[config.mk]
export PLATFORM = sky130hd
export DESIGN_NAME = uart_cmd_parser
export DESIGN_NICKNAME = d
export VERILOG_FILES = /design/src/rtl/uart_cmd_pkg.sv /design/src/rtl/uart_cmd_timer.sv /design/src/rtl/uart_cmd_parser.sv
export SDC_FILE = /design/constraint.sdc
export NUM_CORES = 1
export LEC_CHECK = 0
export CORE_ASPECT_RATIO = 1.75
export CORE_MARGIN = 2
export CORE_UTILIZATION = 50
export DETAILED_ROUTE_END_ITERATION = 6
export PLACE_DENSITY = 0.85
export SYNTH_ARGS = -nofsm -noshare
export SYNTH_HDL_FRONTEND = slang
export SYNTH_SLANG_ARGS = --single-unit
[constraint.sdc]
create_clock -name i_Clock -period 2.15 [get_ports i_Clock]
set_clock_uncertainty 0.2 [all_clocks]
set_input_delay 0.43 -clock i_Clock [delete_from_list [all_inputs] [get_ports i_Clock]]
set_output_delay 0.43 -clock i_Clock [all_outputs]
set_load 0.01 [all_outputs]
[src/rtl/uart_cmd_pkg.sv]
// Shared types and constants for the UART command-frame parser.
// Frame layout is SYNC, CMD, ADDR, DATA, CHK.
package uart_cmd_pkg;

  typedef enum logic [2:0] {
    IDLE,
    GET_CMD,
    GET_ADDR,
    GET_DATA,
    GET_CHK,
    ISSUE
  } state_t;

  localparam logic [7:0] CMD_WR = 8'h01;
  localparam logic [7:0] CMD_RD = 8'h02;

  localparam logic [1:0] ERR_CHK     = 2'd0;
  localparam logic [1:0] ERR_BADCMD  = 2'd1;
  localparam logic [1:0] ERR_TIMEOUT = 2'd2;
  localparam logic [1:0] ERR_OVERRUN = 2'd3;

  localparam int unsigned FRAME_LEN = 5;

  function automatic logic [7:0] frame_chk(input logic [7:0] cmd, input logic [7:0] addr,
                                           input logic [7:0] data);
    return cmd ^ addr ^ data;
  endfunction

endpackage

[src/rtl/uart_cmd_timer.sv]
// Inter-byte timeout counter. It fires on the edge where the count would
// reach TIMEOUT_CLKS-1, i.e. TIMEOUT_CLKS-1 edges after the last clear.
module uart_cmd_timer #(
  parameter int unsigned TIMEOUT_CLKS = 4340
) (
  input  logic clk,
  input  logic rst_n,
  input  logic clear,
  input  logic enable,
  output logic expire
);

  localparam int unsigned W = $clog2(TIMEOUT_CLKS);
  localparam logic [W-1:0] LAST = W'(TIMEOUT_CLKS - 2);

  logic [W-1:0] count;

  // A clear in the same cycle suppresses expiry, so a byte at the terminal count wins.
  assign expire = enable && !clear && (count == LAST);

  always_ff @(posedge clk or negedge rst_n) begin
    if (!rst_n) begin
      count <= '0;
    end else if (clear || expire) begin
      count <= '0;
    end else if (enable) begin
      count <= count + W'(1);
    end
  end

endmodule

[src/rtl/uart_cmd_parser.sv]
// Assembles 5-byte command frames from the UART receiver, validates them and
// hands accepted commands to the register fabric; bad frames are counted.
module uart_cmd_parser
  import uart_cmd_pkg::*;
#(
  parameter logic [7:0]  SYNC_BYTE    = 8'hA5,
  parameter int unsigned TIMEOUT_CLKS = 4340
) (
  input  logic       i_Clock,
  input  logic       i_Rst_L,
  input  logic       i_RX_DV,
  input  logic [7:0] i_RX_Byte,
  output logic       o_Cmd_Valid,
  input  logic       i_Cmd_Ready,
  output logic       o_Cmd_Wr,
  output logic [7:0] o_Cmd_Addr,
  output logic [7:0] o_Cmd_Data,
  output logic       o_Err_Pulse,
  output logic [1:0] o_Err_Code,
  output logic [7:0] o_Err_Count
);

  state_t     state;
  logic [7:0] sh_cmd;
  logic [7:0] sh_addr;
  logic [7:0] sh_data;
  logic       in_frame;
  logic       tmr_clear;
  logic       expire;
  logic       err_req;
  logic [1:0] err_sel;

  assign in_frame  = (state == GET_CMD) || (state == GET_ADDR) ||
                     (state == GET_DATA) || (state == GET_CHK);
  assign tmr_clear = i_RX_DV || !in_frame;

  uart_cmd_timer #(.TIMEOUT_CLKS(TIMEOUT_CLKS)) u_timer (
    .clk    (i_Clock),
    .rst_n  (i_Rst_L),
    .clear  (tmr_clear),
    .enable (in_frame),
    .expire (expire)
  );

  // Error detection; expire is never asserted together with i_RX_DV.
  always_comb begin
    err_req = 1'b0;
    err_sel = ERR_CHK;
    case (state)
      GET_CMD: if (i_RX_DV && i_RX_Byte != CMD_WR && i_RX_Byte != CMD_RD) begin
        err_req = 1'b1;
        err_sel = ERR_BADCMD;
      end
      GET_CHK: if (i_RX_DV && i_RX_Byte != frame_chk(sh_cmd, sh_addr, sh_data)) begin
        err_req = 1'b1;
        err_sel = ERR_CHK;
      end
      ISSUE: if (i_RX_DV) begin
        err_req = 1'b1;
        err_sel = ERR_OVERRUN;
      end
      default: ;
    endcase
    if (expire) begin
      err_req = 1'b1;
      err_sel = ERR_TIMEOUT;
    end
  end

  always_ff @(posedge i_Clock or negedge i_Rst_L) begin
    if (!i_Rst_L) begin
      state       <= IDLE;
      sh_cmd      <= '0;
      sh_addr     <= '0;
      sh_data     <= '0;
      o_Cmd_Valid <= 1'b0;
      o_Cmd_Wr    <= 1'b0;
      o_Cmd_Addr  <= '0;
      o_Cmd_Data  <= '0;
      o_Err_Pulse <= 1'b0;
      o_Err_Code  <= '0;
      o_Err_Count <= '0;
    end else begin
      o_Err_Pulse <= err_req;
      if (err_req) begin
        o_Err_Code <= err_sel;
        if (o_Err_Count != 8'hFF) o_Err_Count <= o_Err_Count + 8'd1;
      end

      case (state)
        IDLE: if (i_RX_DV && i_RX_Byte == SYNC_BYTE) state <= GET_CMD;
        GET_CMD: begin
          if (i_RX_DV) begin
            sh_cmd <= i_RX_Byte;
            state  <= err_req ? IDLE : GET_ADDR;
          end else if (expire) begin
            state <= IDLE;
          end
        end
        GET_ADDR: begin
          if (i_RX_DV) begin
            sh_addr <= i_RX_Byte;
            state   <= GET_DATA;
          end else if (expire) begin
            state <= IDLE;
          end
        end
        GET_DATA: begin
          if (i_RX_DV) begin
            sh_data <= i_RX_Byte;
            state   <= GET_CHK;
          end else if (expire) begin
            state <= IDLE;
          end
        end
        GET_CHK: begin
          if (i_RX_DV && !err_req) begin
            o_Cmd_Valid <= 1'b1;
            o_Cmd_Wr    <= (sh_cmd == CMD_WR);
            o_Cmd_Addr  <= sh_addr;
            o_Cmd_Data  <= sh_data;
            state       <= ISSUE;
          end else if (i_RX_DV || expire) begin
            state <= IDLE;
          end
        end
        ISSUE: begin
          if (o_Cmd_Valid && i_Cmd_Ready) begin
            o_Cmd_Valid <= 1'b0;
            state       <= IDLE;
          end
        end
        default: state <= IDLE;
      endcase
    end
  end

endmodule

==> results of run 1 <==
[synth_stat cells]
cell type | count | share of area
xor2_1 | 9 | 0.024
a311oi_1 | 1 | 0.0027
nor4_1 | 2 | 0.0038
nor3_2 | 1 | 0.0031
a21oi_1 | 3 | 0.0046
clkbuf_1 | 1 | 0.0012
nand2_1 | 13 | 0.015
or3_4 | 1 | 0.0035
and3_1 | 2 | 0.0038
a211o_1 | 1 | 0.0027
xnor2_1 | 35 | 0.094
nor4b_1 | 3 | 0.0081
inv_1 | 4 | 0.0046
a31o_2 | 1 | 0.0027
nand2b_1 | 1 | 0.0019
mux2_2 | 25 | 0.086
or3_1 | 1 | 0.0019
nor2_1 | 23 | 0.026
buf_2 | 3 | 0.0046
buf_6 | 3 | 0.010
dfrtp_1 | 69 | 0.53
nor4b_2 | 1 | 0.0046
o21ai_2 | 1 | 0.0027
mux2_4 | 16 | 0.074
o2111ai_1 | 1 | 0.0027
nand3_1 | 10 | 0.015
nor3_1 | 3 | 0.0046
and4b_1 | 1 | 0.0031
or2_2 | 1 | 0.0019
nor2b_1 | 3 | 0.0058
ha_1 | 3 | 0.012
and4_1 | 1 | 0.0027
a21boi_0 | 1 | 0.0023
nand4_1 | 11 | 0.021
nand4b_1 | 1 | 0.0027
o21ai_0 | 4 | 0.0061
a31oi_1 | 1 | 0.0019
nor3b_1 | 1 | 0.0023
[critical path: stages, from the launching register on]
cell and delay (ns):
dfrtp_1 0.41, xor2_2 0.20, xnor2_2 0.21, nand4_1 0.13, buf_6 0.16, or3_4 0.46
mux2_4 0.32
[sequential cells by signal, summed over array words and instances, names as in the netlist]
name,flops
sh_data,8
sh_cmd,8
o_Err_Pulse,1
state,3
o_Cmd_Data,8
sh_addr,8
o_Err_Count,8
o_Cmd_Wr,1
o_Cmd_Addr,8
u_timer.count,13
o_Cmd_Valid,1
o_Err_Code,2
[report_power, final]
group / internal, uW / leakage, uW / switching, uW
registers: 1650 / 0.000901 / 342
clock network: 847 / 0.000135 / 539
logic: 1240 / 0.00100 / 1040
total: 3740 / 0.00204 / 1920
[final cells by class]
| type | count | area (um^2) | share of cell area |
|---|---|---|---|
| Clock buffer | 12 | 256 | 0.0562 |
| Multi-Input combinational cell | 185 | 1660 | 0.363 |
| Timing Repair Buffer | 88 | 774 | 0.170 |
| Clock inverter | 4 | 32.5 | 0.00713 |
| Tap cell | 82 | 103 | 0.0225 |
| Inverter | 4 | 15.0 | 0.00329 |
| Sequential cell | 69 | 1730 | 0.378 |
[cell families after synthesis]
family,synth area share
buf+inv,0.0207
mux,0.160
flops,0.530
simple gates,0.132
fa+ha+maj,0.0115
xor+xnor,0.118
compound gates,0.0284
[worst paths after layout]
check	from	to	slack, ns	depth (start not counted)
worst max-delay path	sh_cmd[2]	o_Cmd_Addr[2]	-0.06	6
worst min-delay path	o_Err_Count[4]	o_Err_Count[4]	0.29	1
worst max register to register	sh_cmd[2]	o_Cmd_Addr[2]	-0.06	6
worst min register to register	o_Err_Count[4]	o_Err_Count[4]	0.29	1
max in group asynchronous	i_Rst_L	sh_data[2]	0.99	3
min in group asynchronous	i_Rst_L	u_timer.count[7]	0.46	3
[stage by stage]
stage	setup TNS, ns	area (um^2)	std cells
2_1_floorplan	0	3260	262
3_3_place_gp	-15.67	4010	416
3_5_place_dp	-17.52	4010	416
4_1_cts	-0.999	4440	443
5_1_grt	-1.52	4560	444
6_report	-0.738	4560	444
[repair_timing]
item | in CTS | in global routing
hold buffers | 1 | 0
setup buffers | 7 | 2
cloned | 3 | 0
resized for setup | 21 | 23
endpoints found under the hold margin | 69 | 0
setup endpoints to repair | 30 | 41
pin swaps | 14 | 16
[per-layer routing]
layer	vias to the layer above	routed length, um
li1	1114	-
met1	1262	2990
met2	98	5010
met3	38	319
met4	0	405
met5	-	0
==> flow_summary_export.csv, run 1 <==
group,metric,value,unit
synth,ys_types,38,
cells_and_area,final_cell_mix,"dfrtp_1, buf_4, clkdlybuf4s50_1, xnor2_1, mux2_2",
global_route,use_met2,0.447,
timing,worst_pin_slew,0.425,ns
synth,synthesis.area,3260,um^2
drt,drtIter0Drc,180,
synth,yosys_warnings,0,
drt,avgRoutedWirePerCell,19.6,um
flow_run,drv_cap,0,
clock_tree,cts-buffers-inserted,9,
critical_path,crit_fanout,6,
cells_and_area,drive_gt1_frac,0.370,
cells_and_area,final_util,0.708,
drt,routed_wl,8.72,mm
global_route,antenna_found_initial,0,
cells_and_area,area_growth,39.9,%
timing,fin_crit_sh,1.03,
floorplanning,die_x,65.0,um
drt,viasPerCell,5.66,
floorplanning,die-area,7210,um^2
placed_design,dp_slack,-0.564,ns
global_route,grt.total_usage,0.247,
drt,drtPass1Iterations,4,
timing,timing.final.crit_period,2.21,ns
timing,grt_setup_unrepaired,"yes",
global_route,grt_start_max_net_pins,70,
synth,synth_seq_cells,69,
clock_tree,htree_num_levels,3,
timing,fin_ws,-0.0629,ns
clock_tree,cts_buffer_depth,2,
critical_path,endpoint_kind,"flip-flop",
drt,antenna_left,0,
cells_and_area,nNetsFinal,372,
drt,vias,2512,
synth,ys_seq_area_frac,0.530,
drt,drc,0,
cells_and_area,num_antenna_cells,0,
floorplanning,chipHeight,111,um
critical_path,worstSetupStartpointType,"flip-flop",
timing,finalSetupViolCount,16,
floorplanning,core_area,6440,um^2
global_route,grt.met3_usage,0.0467,
clock_tree,clock_sinks,69,
cells_and_area,fillers,461,
power_and_ir_drop,p_leak,0.00204,uW
power_and_ir_drop,peakVddDrop,866,uV
synth,syn_inst,262,
power_and_ir_drop,powerDensity,1240,nW/um^2
timing,fmax,452,MHz
clock_tree,clkTransAtPathRegs,0.06,ns
placed_design,routabilityCongestion,0.866,
global_route,grt-busiest-layer,"met2",
global_route,grt_pass1_wl,13.3,mm
global_route,overflow,0,
critical_path,worstPathArrival,2.22,ns
power_and_ir_drop,power,5660,uW
outcome,status,"finished, violations left",
critical_path,crit_required,2.15,ns
floorplanning,start_util,0.506,
timing,drv_slew,0,
clock_tree,clock_latency,0.33,ns
floorplanning,ioPinCount,41,
synth,syn_nets,277,
global_route,gr-usage-met1,0.272,
timing,hold_viol,0,
timing,timing.hold.ws,0.290,ns
min_path,hold_path_class,"reg2reg",
placed_design,io_buffers,40,
floorplanning,rows,39,
timing,maxSlewHeadroom,0.714,
cells_and_area,final_common_cell,"dfrtp_1",
global_route,grt_pass1_vias,2558,
outcome,violations,"setup timing",
placed_design,dpl.hpwl,5.09,mm
synth,synth.avg_cell_area,12.4,um^2
clock_tree,cts_tree,"done",
clock_tree,root_buffer,"clkbuf_16",
critical_path,path_class,"reg2reg",
No activity file was read; power rests on OpenSTA's default activity.
==> inputs of run 2 (changes only) <==
Settings changed: REMOVE_ABC_BUFFERS from default to 1.
==> run 2 against run 1 <==
Effect of this change:
- the flow still finishes with violations (setup timing)
- count of clock-buffer cells in the layout did not move
- register-to-register slack worse by 0.08 ns
- sequential share of layout area shrank 0.11 points
- worst hold slack better by 0.0011 ns
- largest cell class unchanged
==> flow_summary_export.csv, run 2 (synthesis gave the netlist of run 1 again) <==
group,metric,value,unit
global_route,antenna_found_initial,0,
global_route,grt_start_max_net_pins,70,
floorplanning,start_util,0.506,
critical_path,critPathLaunch,"sh_data[5]",
cells_and_area,area_growth,40.4,%
placed_design,routabilityCongestion,0.855,
cells_and_area,num_antenna_cells,0,
drt,avgRoutedWirePerCell,17.4,um
critical_path,r2r_slack,-0.14,ns
critical_path,crit_fanout,5,
drt,routed_wl,7.79,mm
power_and_ir_drop,p_seq_frac,0.344,
power_and_ir_drop,combPwrFrac,0.378,
placed_design,placed_cell_area,4050,um^2
cells_and_area,multi_input_area,1610,um^2
clock_tree,clock_sinks,69,
timing,maxSlewHeadroom,0.751,
min_path,hold_path_class,"reg2reg",
timing,timing.hold.ws,0.291,ns
floorplanning,chipHeight,111,um
drt,drtPass1Iterations,4,
timing,timing.final.crit_period,2.29,ns
power_and_ir_drop,swShare,0.313,
cells_and_area,nNetsFinal,375,
power_and_ir_drop,cell_internal_pwr,3950,uW
drt,drtIter0Drc,104,
cells_and_area,fillers,429,
outcome,status,"finished, violations left",
cells_and_area,final_common_cell,"dfrtp_1",
timing,fin_ws,-0.141,ns
floorplanning,die-area,7210,um^2
power_and_ir_drop,p_leak,0.00207,uW
cells_and_area,drive_gt1_frac,0.359,
power_and_ir_drop,switchingPower,1800,uW
timing,finalSetupViolCount,19,
timing,grt_setup_unrepaired,"yes",
critical_path,crit_required,2.16,ns
timing,worst_pin_slew,0.373,ns
power_and_ir_drop,powerDensity,1260,nW/um^2
floorplanning,rows,39,
power_and_ir_drop,peakVddDrop,832,uV
cells_and_area,layoutNonFillerInstCount,447,
clock_tree,cts_buffer_depth,2,
global_route,grt_pass1_wl,12.9,mm
clock_tree,htree_num_levels,3,
critical_path,regToRegStartpoint,"sh_data[5]",
clock_tree,cts-buffers-inserted,9,
drt,drc,0,
clock_tree,clkTransAtPathRegs,0.05,ns
timing,hold_viol,0,
min_path,holdCritStartpoint,"o_Err_Count[4]",
critical_path,worstPathArrival,2.30,ns
outcome,violations,"setup timing",
clock_tree,root_buffer,"clkbuf_16",
cells_and_area,largest-register,"u_timer.count",
global_route,overflow,0,
timing,fmax,436,MHz
global_route,grt_pass1_vias,2660,
global_route,grt.total_usage,0.238,
cells_and_area,final_area,4580,um^2
drt,antenna_left,0,
cells_and_area,regArea,1730,um^2
cells_and_area,final_util,0.711,
power_and_ir_drop,pwr-share-clk,0.278,
cells_and_area,final_cell_mix,"dfrtp_1, buf_4, xnor2_1, clkdlybuf4s50_1, mux2_2",
critical_path,endpoint_kind,"flip-flop",
floorplanning,ioPinCount,41,
timing,drv_slew,0,
critical_path,worstSetupStartpointType,"flip-flop",
drt,vias,2481,
floorplanning,die_x,65.0,um
placed_design,dpl.hpwl,5.04,mm
floorplanning,core_area,6440,um^2
flow_run,drv_cap,0,
clock_tree,clock_latency,0.33,ns
timing,fin_crit_sh,1.07,
cells_and_area,largest_reg_flops,13,
placed_design,io_buffers,40,
drt,viasPerCell,5.55,
critical_path,path_class,"reg2reg",
placed_design,place_inst,420,
clock_tree,cts_tree,"done",
[run 2: layer usage]
metal,share of wire,vias to the layer above,wire (um),global-route usage
li1,-,1122,-,-
met2,0.54,72,4200,0.396
met1,0.36,1256,2840,0.262
met4,0.059,0,456,0.156
met5,0,-,0,0
met3,0.038,31,293,0.0629
[run 2: final cells by class]
| type | instances | area share |
|---|---|---|
| Clock buffer | 12 | 0.0560 |
| Clock inverter | 4 | 0.0153 |
| Multi-Input combinational cell | 185 | 0.351 |
| Inverter | 4 | 0.00328 |
| Sequential cell | 69 | 0.377 |
| Timing Repair Buffer | 91 | 0.175 |
| Tap cell | 82 | 0.0224 |
[run 2: per-stage QoR]
step	setup TNS, ns	setup WS (ns)	total power (uW)
after global routing	-2.37	-0.153	6030
final	-2.04	-0.141	5750
after CTS	-0.557	-0.0604	5650
after floorplan	0	0.0613	3020
after detailed placement	-19.57	-0.613	3890
after global placement	-17.64	-0.567	3820
[run 2: worst paths after layout]
path                                  endpoint  cells after the start
min in group asynchronous       o_Err_Count[4]                      3
max in group asynchronous        o_Cmd_Addr[7]                      3
worst min-delay path            o_Err_Count[4]                      1
worst max register to register   o_Cmd_Data[7]                      6
worst min register to register  o_Err_Count[4]                      1
worst max-delay path             o_Cmd_Data[7]                      6
[run 2: worst max-delay path, cell delays in order (launching register included)]
cell and delay, ns:
dfrtp_1 0.40, xnor2_1 0.14, xnor2_1 0.28, nand4_1 0.18
buf_4 0.19, or3_4 0.45, mux2_4 0.32
[run 2: timing repair]
item                                    in CTS  in global routing
setup buffers                                4                  3
endpoints found under the setup margin      31                 30
pin swaps                                   18                 15
cloned                                       3                  0
hold endpoints to repair                    69                  0
hold buffers                                 1                  0
resized for setup                           23                 11
[run 2: power groups by stage]
stage                     logic (uW)  registers [uW]  clock network [uW]
after floorplan                 1020            2000                   0
after global placement          1860            1960                   0
after detailed placement        1910            1980                   0
after CTS                       2080            1960                1620
after global routing            2330            2020                1680
final                           2170            1980                1600
==> inputs of run 3 (changes only) <==
Settings changed: CORE_UTILIZATION 50 to 45, GPL_TIMING_DRIVEN from default to 0, PLACE_DENSITY 0.85 to 0.79.
==> run 3 against run 2 <==
Effect of this change:
- the flow finishes with violations (hold timing, setup timing)
- wire length is 13% lower
- sequential share of layout area is 2.9 points higher
- setup slack better by 0.083 ns
- final cell count is 7.6% lower
- critical path type unchanged
- critical endpoint is now o_Cmd_Data[1]
==> flow_summary_export.csv, run 3 (synthesis gave the netlist of run 1 again) <==
group,metric,value,unit
outcome,status,"finished, violations left",
outcome,violations,"hold timing, setup timing",
timing,fin_tns_setup,-0.701,ns
min_path,hold_path_class,"in2async",
critical_path,endpoint,"o_Cmd_Data[1]",
critical_path,path_class,"reg2reg",
clock_tree,clock_latency,0.33,ns
floorplanning,rows,41,
clock_tree,root_buffer,"clkbuf_16",
cells_and_area,regArea,1730,um^2
timing,finalSetupViolCount,16,
floorplanning,start_util,0.457,
drt,antenna_left,0,
critical_path,critPathLaunch,"sh_addr[3]",
cells_and_area,largest-register,"u_timer.count",
clock_tree,cts_hold_buf,0,
clock_tree,cts_buffer_depth,2,
drt,wl_met1,2.80,mm
clock_tree,clock_sinks,69,
cells_and_area,area_growth,30.4,%
power_and_ir_drop,p_seq_frac,0.390,
drt,wl_met2,3.48,mm
critical_path,worstPathArrival,2.22,ns
clock_tree,cts-buffers-inserted,9,
timing,fin_ws,-0.0577,ns
cells_and_area,drive_gt1_frac,0.287,
power_and_ir_drop,pwr-share-clk,0.284,
cells_and_area,nNetsFinal,337,
global_route,grt_start_max_net_pins,70,
power_and_ir_drop,swShare,0.314,
global_route,grt_pass1_vias,2310,
cells_and_area,multi_input_area,1600,um^2
cells_and_area,final_util,0.596,
critical_path,endpoint_kind,"flip-flop",
placed_design,dpl.hpwl,4.22,mm
drt,drtIter0Drc,103,
drt,routed_wl,6.79,mm
timing,fin_crit_sh,1.03,
cells_and_area,final_cell_mix,"dfrtp_1, xnor2_1, clkdlybuf4s50_1, mux2_2, nor2_1",
floorplanning,ioPinCount,41,
timing,hold_viol,1,
floorplanning,core_area,7130,um^2
drt,drtPass1Iterations,5,
cells_and_area,largest_reg_flops,13,
drt,drc,0,
drt,top_layer_used,"met4",
critical_path,crit_required,2.16,ns
global_route,overflow,0,
critical_path,worstSetupStartpointType,"flip-flop",
timing,timing.final.crit_period,2.21,ns
timing,maxSlewHeadroom,0.419,
placed_design,routabilityCongestion,0.785,
placed_design,io_buffers,40,
global_route,antenna_found_initial,0,
power_and_ir_drop,p_leak,0.00186,uW
timing,timing.hold.ws,-0.00323,ns
timing,worst_pin_slew,0.871,ns
cells_and_area,final_common_cell,"dfrtp_1",
clock_tree,clkTransAtPathRegs,0.05,ns
critical_path,worst-r2r-cell-count,5,
global_route,grt_pass1_wl,11.0,mm
drt,vias,2218,
critical_path,crit_path_top_delay_cell,"or3_4",
power_and_ir_drop,peakVddDrop,637,uV
cells_and_area,num_antenna_cells,0,
floorplanning,chipHeight,117,um
critical_path,cp_slowest_stage_delay,0.54,ns
timing,drv_slew,0,
clock_tree,htree_num_levels,3,
drt,viasPerCell,5.37,
power_and_ir_drop,powerDensity,1250,nW/um^2
critical_path,r2r_end,"o_Cmd_Data[1]",
drt,avgRoutedWirePerCell,16.4,um
floorplanning,die-area,7970,um^2
timing,grt_setup_unrepaired,"yes",
floorplanning,die_x,68.3,um
power_and_ir_drop,switchingPower,1670,uW
drt,met3WireLength,212,um
critical_path,r2r_slack,-0.06,ns
global_route,grt.total_usage,0.189,
clock_tree,cts_tree,"done",
flow_run,drv_cap,0,
critical_path,regToRegStartpoint,"sh_addr[3]",
power_and_ir_drop,combPwrFrac,0.327,
timing,fmax,453,MHz
cells_and_area,fillers,587,
critical_path,path_cells,"xor2_1 > xnor2_1 > nand4_1 > or3_4 > mux2_4",
power_and_ir_drop,power,5320,uW
critical_path,crit_fanout,6,
power_and_ir_drop,cell_internal_pwr,3650,uW
==> run 3: cell types whose count changed in the layout (fill, tap and decap cells not counted), moves of 2 or more <==
cell	change
buf_12	-2
buf_4	-32
clkbuf_2	+2
dlygate4sd2_1	-3
nor3_2	-2
nor4b_2	-2
==> run 3: power groups by stage <==
stage          Combinational (uW)  Sequential (uW)  Clock, uW
2_1_floorplan                1020             2000          0
3_3_place_gp                 1410             2040          0
3_5_place_dp                 1450             2060          0
4_1_cts                      1580             2050       1530
5_1_grt                      1880             2120       1580
6_report                     1740             2070       1510
==> run 3: how the worst min path moves through the flow <==
stage | start | endpoint | slack (ns) | depth (start not counted)
floorplan | i_Rst_L | o_Cmd_Addr[0] | -0.07 | 0
finish | i_Rst_L | o_Cmd_Data[4] | -0.003 | 1
global route | i_Rst_L | o_Cmd_Data[4] | 0.09 | 1
CTS | i_Rst_L | o_Cmd_Data[4] | 0.05 | 1
global placement | o_Cmd_Wr | o_Cmd_Wr | 0.27 | 2
detailed placement | o_Cmd_Wr | o_Cmd_Wr | 0.29 | 2
==> run 3: layout make-up <==
type / instances / area share
sequential: 69 / 0.407
multi-input combinational: 184 / 0.376
tap: 86 / 0.0253
timing repair buffer: 54 / 0.115
inverter: 4 / 0.00353
clock inverter: 3 / 0.0100
clock buffer: 13 / 0.0636
==> run 3: stage by stage <==
stage | cell area (um^2) | setup slack (ns) | instances
2_1_floorplan | 3210 | 0.0613 | 255
3_3_place_gp | 3720 | -1.82 | 381
3_5_place_dp | 3710 | -0.731 | 381
4_1_cts | 4140 | -0.0512 | 407
5_1_grt | 4250 | -0.103 | 413
6_report | 4250 | -0.0577 | 413
==> run 3: routing by layer <==
metal  vias to the layer above  GRT usage
li1                       1041          -
met1                      1100      0.222
met2                        54      0.306
met3                        23     0.0337
met4                         0      0.128
met5                         -          0
==> run 3: worst max-delay path, delay by kind of cell (launching register included) <==
family / cells / cell delay (ns)
xor+xnor: 2 / 0.39
flops: 1 / 0.39
mux: 1 / 0.33
simple gates: 2 / 0.79
==> run 3: timing repair <==
| action | 4_1_cts | 5_1_grt |
|---|---|---|
| gates cloned | 2 | 0 |
| pin swaps | 9 | 5 |
| setup buffers | 8 | 6 |
| gates resized for setup | 19 | 19 |
| endpoints found under the setup margin | 36 | 52 |
